## config.mk

```make
export PLATFORM = sky130hd
export DESIGN_NAME = mono_chip_emu_flat
export DESIGN_NICKNAME = d
export VERILOG_FILES = /design/src/rtl/mono_chip_emu_if.sv /design/src/rtl/mono_chip_emu.sv /design/src/flat_wrapper.sv
export SDC_FILE = /design/constraint.sdc
export NUM_CORES = 1
export LEC_CHECK = 0
export CAP_MARGIN = 10
export CORE_MARGIN = 2
export CORE_UTILIZATION = 43
export DETAILED_ROUTE_END_ITERATION = 12
export PLACE_DENSITY = 0.68
export SYNTH_ARGS = -nofsm -noshare
export SYNTH_HDL_FRONTEND = slang
export SYNTH_SLANG_ARGS = --single-unit
```

## constraint.sdc

```tcl
create_clock -name clk -period 5.2 [get_ports clk]
set_input_delay 1.04 -clock clk [delete_from_list [all_inputs] [get_ports clk]]
set_output_delay 1.04 -clock clk [all_outputs]
set_load 0.03 [all_outputs]
```

## src/rtl/mono_chip_emu_if.sv

```systemverilog
// ============================================================================
// Module      : mono_chip_emu_if
// Description : Bundle of the hit-push and controller read-out signals of the
//               MONOPIX chip emulator.
//               master : pattern source / controller side
//               slave  : emulated chip side
//   hit_we, hit_data   push strobe and hit word
//   hit_full, hit_lost FIFO full (registered) and sticky overflow flag
//   freeze, read       controller FREEZE level and READ request
//   token, data, busy  hits pending, serial MSB-first data, LOAD/SHIFT active
//   read_err_cnt       saturating count of rejected READ edges
// Revision    : 1.0 - initial release
// ============================================================================
`default_nettype none

interface mono_chip_emu_if #(
    parameter int WORD_BITS = 24,
    parameter int ERR_BITS  = 8
);
    logic                 hit_we;
    logic [WORD_BITS-1:0] hit_data;
    logic                 hit_full;
    logic                 hit_lost;
    logic                 freeze;
    logic                 read;
    logic                 token;
    logic                 data;
    logic                 busy;
    logic [ERR_BITS-1:0]  read_err_cnt;

    modport master (
        output hit_we, hit_data, freeze, read,
        input  hit_full, hit_lost, token, data, busy, read_err_cnt
    );

    modport slave (
        input  hit_we, hit_data, freeze, read,
        output hit_full, hit_lost, token, data, busy, read_err_cnt
    );
endinterface

`default_nettype wire

```

## src/rtl/mono_chip_emu.sv

```systemverilog
// ============================================================================
// Module      : mono_chip_emu
// Description : MONOPIX readout-side pixel chip emulator. Hit words are
//               pushed into a circular FIFO; the controller FREEZE/READ
//               sequence is answered with TOKEN and a serial MSB-first word
//               on DATA.
// Ports       : clk   - serialiser clock, all registers on its rising edge
//               rst_n - synchronous reset, active low
//               bus   - mono_chip_emu_if.slave (hit push, FREEZE/READ,
//                       TOKEN/DATA/BUSY, status flags, error counter)
// Options     : MONO_EMU_GRAY_EN - when defined, the LE [15:8] and TE [7:0]
//               fields are Gray-coded when a word is loaded for shifting.
// Revision    : 1.0 - initial release
// ============================================================================
`default_nettype none

module mono_chip_emu #(
    parameter int WORD_BITS  = 24,
    parameter int DEPTH_LOG2 = 4,
    parameter int ERR_BITS   = 8
) (
    input  wire logic          clk,
    input  wire logic          rst_n,
    mono_chip_emu_if.slave     bus
);

    localparam int DEPTH = 1 << DEPTH_LOG2;
    localparam int CNT_W = $clog2(WORD_BITS);
    localparam logic [DEPTH_LOG2:0] FULL_CNT = (DEPTH_LOG2+1)'(DEPTH);

    typedef enum logic [1:0] {
        S_IDLE  = 2'd0,
        S_LOAD  = 2'd1,
        S_SHIFT = 2'd2
    } state_t;

    state_t                 state, state_nxt;

    logic [WORD_BITS-1:0]   mem [DEPTH];
    logic [DEPTH_LOG2-1:0]  wr_ptr, rd_ptr;
    logic [DEPTH_LOG2:0]    count, count_nxt, snap;
    logic                   frozen, freeze_d, read_d;
    logic                   token_r, full_r, lost_r;
    logic [WORD_BITS-1:0]   sr, load_word;
    logic [CNT_W-1:0]       bit_cnt;
    logic [ERR_BITS-1:0]    err_cnt;

    logic read_rise, freeze_rise, freeze_fall;
    logic avail, full, pop, push_ok, drop, read_err;

    assign read_rise   = bus.read & ~read_d;
    assign freeze_rise = bus.freeze & ~freeze_d;
    assign freeze_fall = ~bus.freeze & freeze_d;
    // While frozen only the words present at the freeze edge are offered.
    assign avail       = frozen ? (snap != '0) : (count != '0);
    assign full        = (count == FULL_CNT);
    // A pop in the same cycle frees the slot, so a push on a full FIFO is kept.
    assign push_ok     = bus.hit_we & (~full | pop);
    assign drop        = bus.hit_we & full & ~pop;

    always_comb begin
        count_nxt = count;
        if (push_ok && !pop)
            count_nxt = count + 1'b1;
        else if (pop && !push_ok)
            count_nxt = count - 1'b1;
    end

    // Word taken from the FIFO head at LOAD, optionally with Gray timestamps.
    always_comb begin
        load_word = mem[rd_ptr];
`ifdef MONO_EMU_GRAY_EN
        load_word[15:8] = mem[rd_ptr][15:8] ^ (mem[rd_ptr][15:8] >> 1);
        load_word[7:0]  = mem[rd_ptr][7:0]  ^ (mem[rd_ptr][7:0]  >> 1);
`endif
    end

    // FSM next state and control strobes.
    always_comb begin
        state_nxt = state;
        pop       = 1'b0;
        read_err  = 1'b0;
        case (state)
            S_IDLE: begin
                if (read_rise) begin
                    if (avail) state_nxt = S_LOAD;
                    else       read_err  = 1'b1;
                end
            end
            S_LOAD: begin
                pop       = 1'b1;
                read_err  = read_rise;
                state_nxt = S_SHIFT;
            end
            S_SHIFT: begin
                read_err = read_rise;
                if (bit_cnt == '0) state_nxt = S_IDLE;
            end
            default: state_nxt = S_IDLE;
        endcase
    end

    always_ff @(posedge clk) begin
        if (!rst_n) state <= S_IDLE;
        else        state <= state_nxt;
    end

    // Storage array is not reset; validity is tracked by the pointers.
    always_ff @(posedge clk) begin
        if (push_ok) mem[wr_ptr] <= bus.hit_data;
    end

    always_ff @(posedge clk) begin
        if (!rst_n) begin
            wr_ptr   <= '0;
            rd_ptr   <= '0;
            count    <= '0;
            snap     <= '0;
            frozen   <= 1'b0;
            freeze_d <= 1'b0;
            read_d   <= 1'b0;
            token_r  <= 1'b0;
            full_r   <= 1'b0;
            lost_r   <= 1'b0;
            sr       <= '0;
            bit_cnt  <= '0;
            err_cnt  <= '0;
        end else begin
            if (push_ok) wr_ptr <= wr_ptr + 1'b1;
            if (pop)     rd_ptr <= rd_ptr + 1'b1;
            count    <= count_nxt;
            full_r   <= (count_nxt == FULL_CNT);
            if (drop) lost_r <= 1'b1;
            freeze_d <= bus.freeze;
            read_d   <= bus.read;

            // Snapshot excludes a same-cycle push but honours a same-cycle pop.
            if (freeze_rise) begin
                frozen <= 1'b1;
                snap   <= count - {{DEPTH_LOG2{1'b0}}, pop};
            end else if (freeze_fall) begin
                frozen <= 1'b0;
            end else if (frozen && pop && snap != '0) begin
                snap <= snap - 1'b1;
            end

            token_r <= frozen ? (snap != '0) : (count != '0);

            if (read_err && err_cnt != '1)
                err_cnt <= err_cnt + 1'b1;

            if (pop) begin
                sr      <= load_word;
                bit_cnt <= CNT_W'(WORD_BITS-1);
            end else if (state == S_SHIFT) begin
                sr <= sr << 1;
                if (bit_cnt != '0) bit_cnt <= bit_cnt - 1'b1;
            end
        end
    end

    assign bus.data         = (state == S_SHIFT) & sr[WORD_BITS-1];
    assign bus.busy         = (state != S_IDLE);
    assign bus.token        = token_r;
    assign bus.hit_full     = full_r;
    assign bus.hit_lost     = lost_r;
    assign bus.read_err_cnt = err_cnt;

endmodule

`default_nettype wire

```

## src/flat_wrapper.sv

```systemverilog
// flat-port wrapper written by rule: the top's interface ports become plain ports
module mono_chip_emu_flat 
#(
    parameter int WORD_BITS  = 24,
    parameter int DEPTH_LOG2 = 4,
    parameter int ERR_BITS   = 8
)
  (clk, rst_n, bus_hit_we, bus_hit_data, bus_freeze, bus_read, bus_hit_full, bus_hit_lost, bus_token, bus_data, bus_busy, bus_read_err_cnt);
  mono_chip_emu_if #(.WORD_BITS(WORD_BITS), .ERR_BITS(ERR_BITS)) bus_i ();
  input  wire logic clk;
  input  wire logic rst_n;
  input wire logic [$bits(bus_i.hit_we)-1:0] bus_hit_we;
  input wire logic [$bits(bus_i.hit_data)-1:0] bus_hit_data;
  input wire logic [$bits(bus_i.freeze)-1:0] bus_freeze;
  input wire logic [$bits(bus_i.read)-1:0] bus_read;
  output wire logic [$bits(bus_i.hit_full)-1:0] bus_hit_full;
  output wire logic [$bits(bus_i.hit_lost)-1:0] bus_hit_lost;
  output wire logic [$bits(bus_i.token)-1:0] bus_token;
  output wire logic [$bits(bus_i.data)-1:0] bus_data;
  output wire logic [$bits(bus_i.busy)-1:0] bus_busy;
  output wire logic [$bits(bus_i.read_err_cnt)-1:0] bus_read_err_cnt;
  assign bus_i.hit_we = bus_hit_we;
  assign bus_i.hit_data = bus_hit_data;
  assign bus_i.freeze = bus_freeze;
  assign bus_i.read = bus_read;
  assign bus_hit_full = bus_i.hit_full;
  assign bus_hit_lost = bus_i.hit_lost;
  assign bus_token = bus_i.token;
  assign bus_data = bus_i.data;
  assign bus_busy = bus_i.busy;
  assign bus_read_err_cnt = bus_i.read_err_cnt;
  mono_chip_emu #(.WORD_BITS(WORD_BITS), .DEPTH_LOG2(DEPTH_LOG2), .ERR_BITS(ERR_BITS)) u_core (.clk(clk), .rst_n(rst_n), .bus(bus_i));
endmodule
```

Word level (Yosys, flattened, before mapping)
Memory sizes are Yosys's and may differ from the RTL's. A register that Yosys moved wholly into a read port is not among the register bits.
Cells that the tools add are included.
Cells by class
  reductions and logical operators: 23
  equality and inequality tests: 9
  $add $sub $neg: 8
  bitwise logic cells: 14
  multiplexer cells: 25
Operators by type and width (count)
  $mux 24: 2
  $mux 5: 8
  $reduce_bool 5->1: 3
  $sub 5x1->5 const B: 3
  $eq 5x5->1 const B: 2
  $reduce_bool 2->1: 5
  $add 4x1->4 const B: 2
  $add 8x1->8 const B: 1
  $mux 1: 8
  $mux 4: 2
  $ne 2x1->1 const B: 4
  $ne 8x8->1 const B: 1
  $and 1x1->1: 7
  $mux 2: 3
  $not 1->1: 6
  $pmux 2 s3: 1
  $reduce_and 2->1: 3
  $add 5x1->5 const B: 1
  $logic_and 1x1->1: 5
  $logic_not 5->1: 1
  $sub 5x1->5: 1
  $reduce_or 2->1: 2
  $reduce_and 3->1: 1
  $eq 2x1->1 const B: 1
  other kinds (5): 6
Storage, ports and cells
  RAM bits: 384
  memories kept: 1
  bits of input ports: 29
  output and inout bits: 13
  register bits: 63
  word-level logic and storage cells: 95
Memory list
  u_core.mem: words 16, width 24, read ports 1, clocked after memory_dff 1, wr ports 1, line mono_chip_emu.sv:39  | logic [WORD_BITS-1:0] mem [DEPTH];

Depth between registers and ports, before layout
  word-level depth: 9
  depth in mapped cells: 8
  depth with buffers taken out: 8

Least setup slack after synthesis
No wires, ideal clock.
  path type: input to register
  start point: in bus_hit_we
  end point: mem u_core.mem[3][0], enable pin
  arrival: 3.521 ns
  setup time: 0.435 ns
  stages on the path: 5
  path buffers: 2
  required time: 4.765 ns
  setup slack: 1.244 ns
  cells stage by stage: clkbuf_1 -> o21a_1 -> clkbuf_1 -> nand2_1 -> nor3_1
Between the ends
  cells in the longest elaborated chain, start to end: 3
RTL lines
  start: declaration: line flat_wrapper.sv:12  | input wire logic [$bits(bus_i.hit_we)-1:0] bus_hit_we;
  $and 1x1->1: line mono_chip_emu.sv:58  | assign push_ok = bus.hit_we & (~full | pop);
  $mux 1: line mono_chip_emu.sv:110  | if (push_ok) mem[wr_ptr] <= bus.hit_data;
  $mux 1 (not written as such): line mono_chip_emu.sv:110
  end: declaration: line mono_chip_emu.sv:39
No other way between the ends.

Worst setup path in the final report
  start point: reg u_core.state[0]
  end point: out bus_data
Between the ends
  cells in the longest elaborated chain, start to end: 2
RTL lines
  start: declaration: line mono_chip_emu.sv:37  | state_t state, state_nxt;
  start signal: assignment: line mono_chip_emu.sv:105  | else state <= state_nxt;
  $eq 2x2->1: line mono_chip_emu.sv:162  | assign bus.data = (state == S_SHIFT) & sr[WORD_BITS-1];
  $and 1x1->1: line mono_chip_emu.sv:162
  end: declaration: line flat_wrapper.sv:19  | output wire logic [$bits(bus_i.data)-1:0] bus_data;
No other way between the ends.

==> key figures <==
Power and ir drop
  • Final Power: approximately 8 mW
  • NetSw: ~2.1 mW
  • Pwr/cell area: 404 nW/um2
  • Combinational power share: 0.119
  • Clk pwr share: 0.374
  • IR drop worst, VDD: 0.218 mV
  • Sw frac: 0.253
  • Leakage: about 6.4 nW
  • Internal power: ~6.2 mW
  • Flop pwr share: 0.507

Floorplanning
  • Die H: 208 um
  • Initial Util: 0.438
  • Core area: approximately 40000 um2
  • Die X: 208 um
  • Ports: 42
  • FP Rows: between 70 and 80
  • Die area: 43400 um2

GRT
  • Vias in the first global route: 9493
  • Antenna violations before repair: 0
  • First-pass GRT wire length: around 60000 um
  • GRT Util Overall: 0.189
  • Pin count of the biggest net entering global routing: 70
  • Total grt overflow: 0

STA
  • Final period util: 0.601
  • RSZ-0062 raised after global routing: false
  • Setup tns final: 0 ps
  • Final setup vio count: 0
  • Worst slew pin tran: 1100 ps
  • Slew Limit Fails: 0
  • Final hold vios: 0
  • Slew margin rel.: 0.262
  • Max Fclk: 320 MHz
  • Clk_skew: 14.6 ps
  • Tmin final: about 3100 ps
  • Setup ws final: between 2000 and 2500 ps

Clock tree
  • Post-CTS sizing: 0
  • H-tree levels: 2
  • Post-cts hold buffer count: 0
  • CTS Buffer Depth: 3
  • Root buf cell: clkbuf_16
  • CTS buffer count: 45
  • Insertion delay of the later-clocked pin in the worst-skew pair: roughly 570 ps
  • Worst-path clk slew: 60 ps
  • Setup bufs post-CTS: 0
  • CTS tree: done
  • TritonCTS sink count: around 450

Placement
  • Hpwl dp: approximately 25000 um
  • Placed inst area: approximately 19000 um2
  • Port-buffer cells: 41
  • Gp weighted congestion: 0.863
  • Pre-CTS WS: around 1500 ps
  • Post-Place Cells: 1592

Yosys
  • Cells after synthesis: 1073
  • Number of synthesized register bits: 451
  • Yosys synthesis warning count: 0
  • Post-synthesis net count: roughly 1100
  • Number of distinct library cells after synthesis: 48
  • Sequential fraction of the synthesis area: 0.716
  • Mapped Area: 18000 um2
  • Mean Syn Cell Area: 16.8 um2

Min path
  • Hold_sp: u_core.bus.hit_lost
  • Worst Hold Class: flop to flop

Cells and area
  • Finished Cell Area: 20400 um2
  • Share of cells above drive strength 1: 0.155
  • Layout overhead on the synthesized area: 13.4%
  • Final non-filler cell total: around 1700
  • Net count, final: 1156
  • Antenna cell count: 0

Worst setup path
  • CP Data Arrival Time: 2090 ps
  • Critical-path cell list: inv_1, ha_1, and2_1, clkdlybuf4s50_1
  • Worst Setup SP: u_core.state[0]
  • CP delay by family, top: buffers and inverters
  • Critical path class: flop to output port
  • Worst flop-to-flop path startpoint: u_core.state[1]
  • WP buf/inv: 2
  • Crit path launch type: flop
  • CP endpoint kind: output port
  • CP Data Required Time: 4160 ps
  • Crit Path Max Fanout: 4
  • Slowest stage delay, CP: 670 ps
  • CP max stage cell: clkdlybuf4s50_1

Route
  • Post-route ant nets: 0
  • Drt pass-1 iters: 5
  • Routed WL per cell: 24.6 um
  • Final wirelength: approximately 40000 um
  • Initial DRC count: 1217
  • Total vias in the final route: 9841
  • # DRC: 0
  • Vias per std cell: roughly 6

Status
  • Run status: completed

Job
  • Max Cap Viol: 0
power by group through the flow:
stage                     Combinational (mW)  Clock, mW  Sequential [mW]
final                                  0.977       3.08             4.18
after detailed placement               0.964          0             4.25
after global routing                    1.06       3.28             4.19
after floorplan                        0.590          0             4.24
after CTS                              0.971       3.13             4.18
after global placement                 0.950          0             4.25
cells in the final DEF, fill, tap and decap left out, types with 23 or more instances in the layout:
master and instances:
o221ai_1 69, o211a_1 23, edfxtp_1 384, mux2i_1 77, nand2_1 55, clkbuf_16 46
a21oi_1 51, clkdlybuf4s50_1 40, dfxtp_1 65, mux4_2 49
through the flow:
stage | util | hold slack, ps
after floorplan | - | 426
after global placement | 0.463 | 440
after detailed placement | 0.463 | 460
after CTS | 0.497 | 473
after global routing | 0.497 | 485
final | 0.497 | 471
cell usage after synthesis (all sizes together):
| master | n | area, um2 |
|---|---|---|
| ha | 20 | 250 |
| a32oi | 1 | 8.76 |
| xor2 | 4 | 35.0 |
| or4 | 1 | 7.51 |
| o221ai | 69 | 604 |
| or2 | 1 | 6.26 |
| o22ai | 3 | 18.8 |
| nor3b | 1 | 7.51 |
| a2111oi | 2 | 17.5 |
| nand4 | 3 | 18.8 |
| mux4 | 49 | 1100 |
| edfxtp | 384 | 11500 |
| dfxtp | 67 | 1340 |
| nor2b | 15 | 93.8 |
| or4b | 3 | 30.0 |
| and2 | 16 | 100 |
| nor2 | 21 | 78.8 |
| and3b | 1 | 8.76 |
| nand4bb | 1 | 11.3 |
| buf | 24 | 125 |
| nand2 | 55 | 206 |
| a31oi | 5 | 31.3 |
| o211ai | 6 | 45.0 |
| mux2 | 22 | 248 |
| o21ai | 21 | 105 |
| nand2b | 12 | 75.1 |
| and3 | 2 | 12.5 |
| nand3 | 7 | 35.0 |
| clkbuf | 44 | 165 |
| a21oi | 51 | 255 |
| nor4b | 2 | 17.5 |
| nor3 | 7 | 35.0 |
| o31ai | 3 | 22.5 |
| xnor2 | 10 | 87.6 |
| and4 | 1 | 8.76 |
| o21a | 5 | 37.5 |
| o211a | 23 | 230 |
| inv | 17 | 63.8 |
| a21boi | 9 | 67.6 |
| mux2i | 77 | 771 |
| or3 | 3 | 18.8 |
| nor4 | 4 | 25.0 |
| o221a | 1 | 11.3 |
path summary, 6_finish.rpt:
path                              end  slack (ps)  cells after the start
setup reg to reg   u_core.mem[13][17]        2210                      6
hold / removal    u_core.bus.hit_lost         470                      1
setup / recovery             bus_data        2070                      4
hold reg to reg   u_core.bus.hit_lost         470                      1
sequential cells by signal, indices dropped and copies added, names as in the netlist, named ones only:
register	flops
u_core.bit_cnt	5
u_core.bus.hit_full	1
u_core.bus.hit_lost	1
u_core.bus.read_err_cnt	8
u_core.bus.token	1
u_core.count	5
u_core.freeze_d	1
u_core.frozen	1
u_core.mem	384
u_core.rd_ptr	4
u_core.read_d	1
u_core.snap	5
u_core.sr	24
u_core.state	2
u_core.wr_ptr	4
kinds of logic (layout without fill, tap and decap cells):
kind of cell | after synthesis | after routing | synth area share
AOI/OAI and AO/OA | 199 | 199 | 0.0810
xor gates and xnor gates | 14 | 14 | 0.00682
adders and majority gates | 20 | 20 | 0.0139
buffers and inverters | 85 | 153 | 0.0197
DFF | 451 | 451 | 0.716
muxes | 148 | 148 | 0.118
and+or+nand+nor | 156 | 156 | 0.0443
worst reg2reg max path, stage by stage (launching register included):
cell	delay, ps
dfxtp_1	330
inv_1	100
ha_2	170
buf_4	410
o21a_1	500
nand2_1	370
nor2_4	710
layer usage:
layer	global-route usage	share of wire
met1	0.275	0.45
met2	0.276	0.44
met4	0.0640	0.030
met3	0.0518	0.088
met5	0	0
cell type report:
class / count / area [um2]
Timing Repair Buffer: 55 / 523
Fill cell: 3317 / 20600
Tap cell: 532 / 666
Sequential cell: 451 / 12900
Clock buffer: 58 / 1210
Multi-Input combinational cell: 537 / 4860
Clock inverter: 23 / 186
Inverter: 17 / 63.8
No activity file was read; power rests on OpenSTA's default activity.
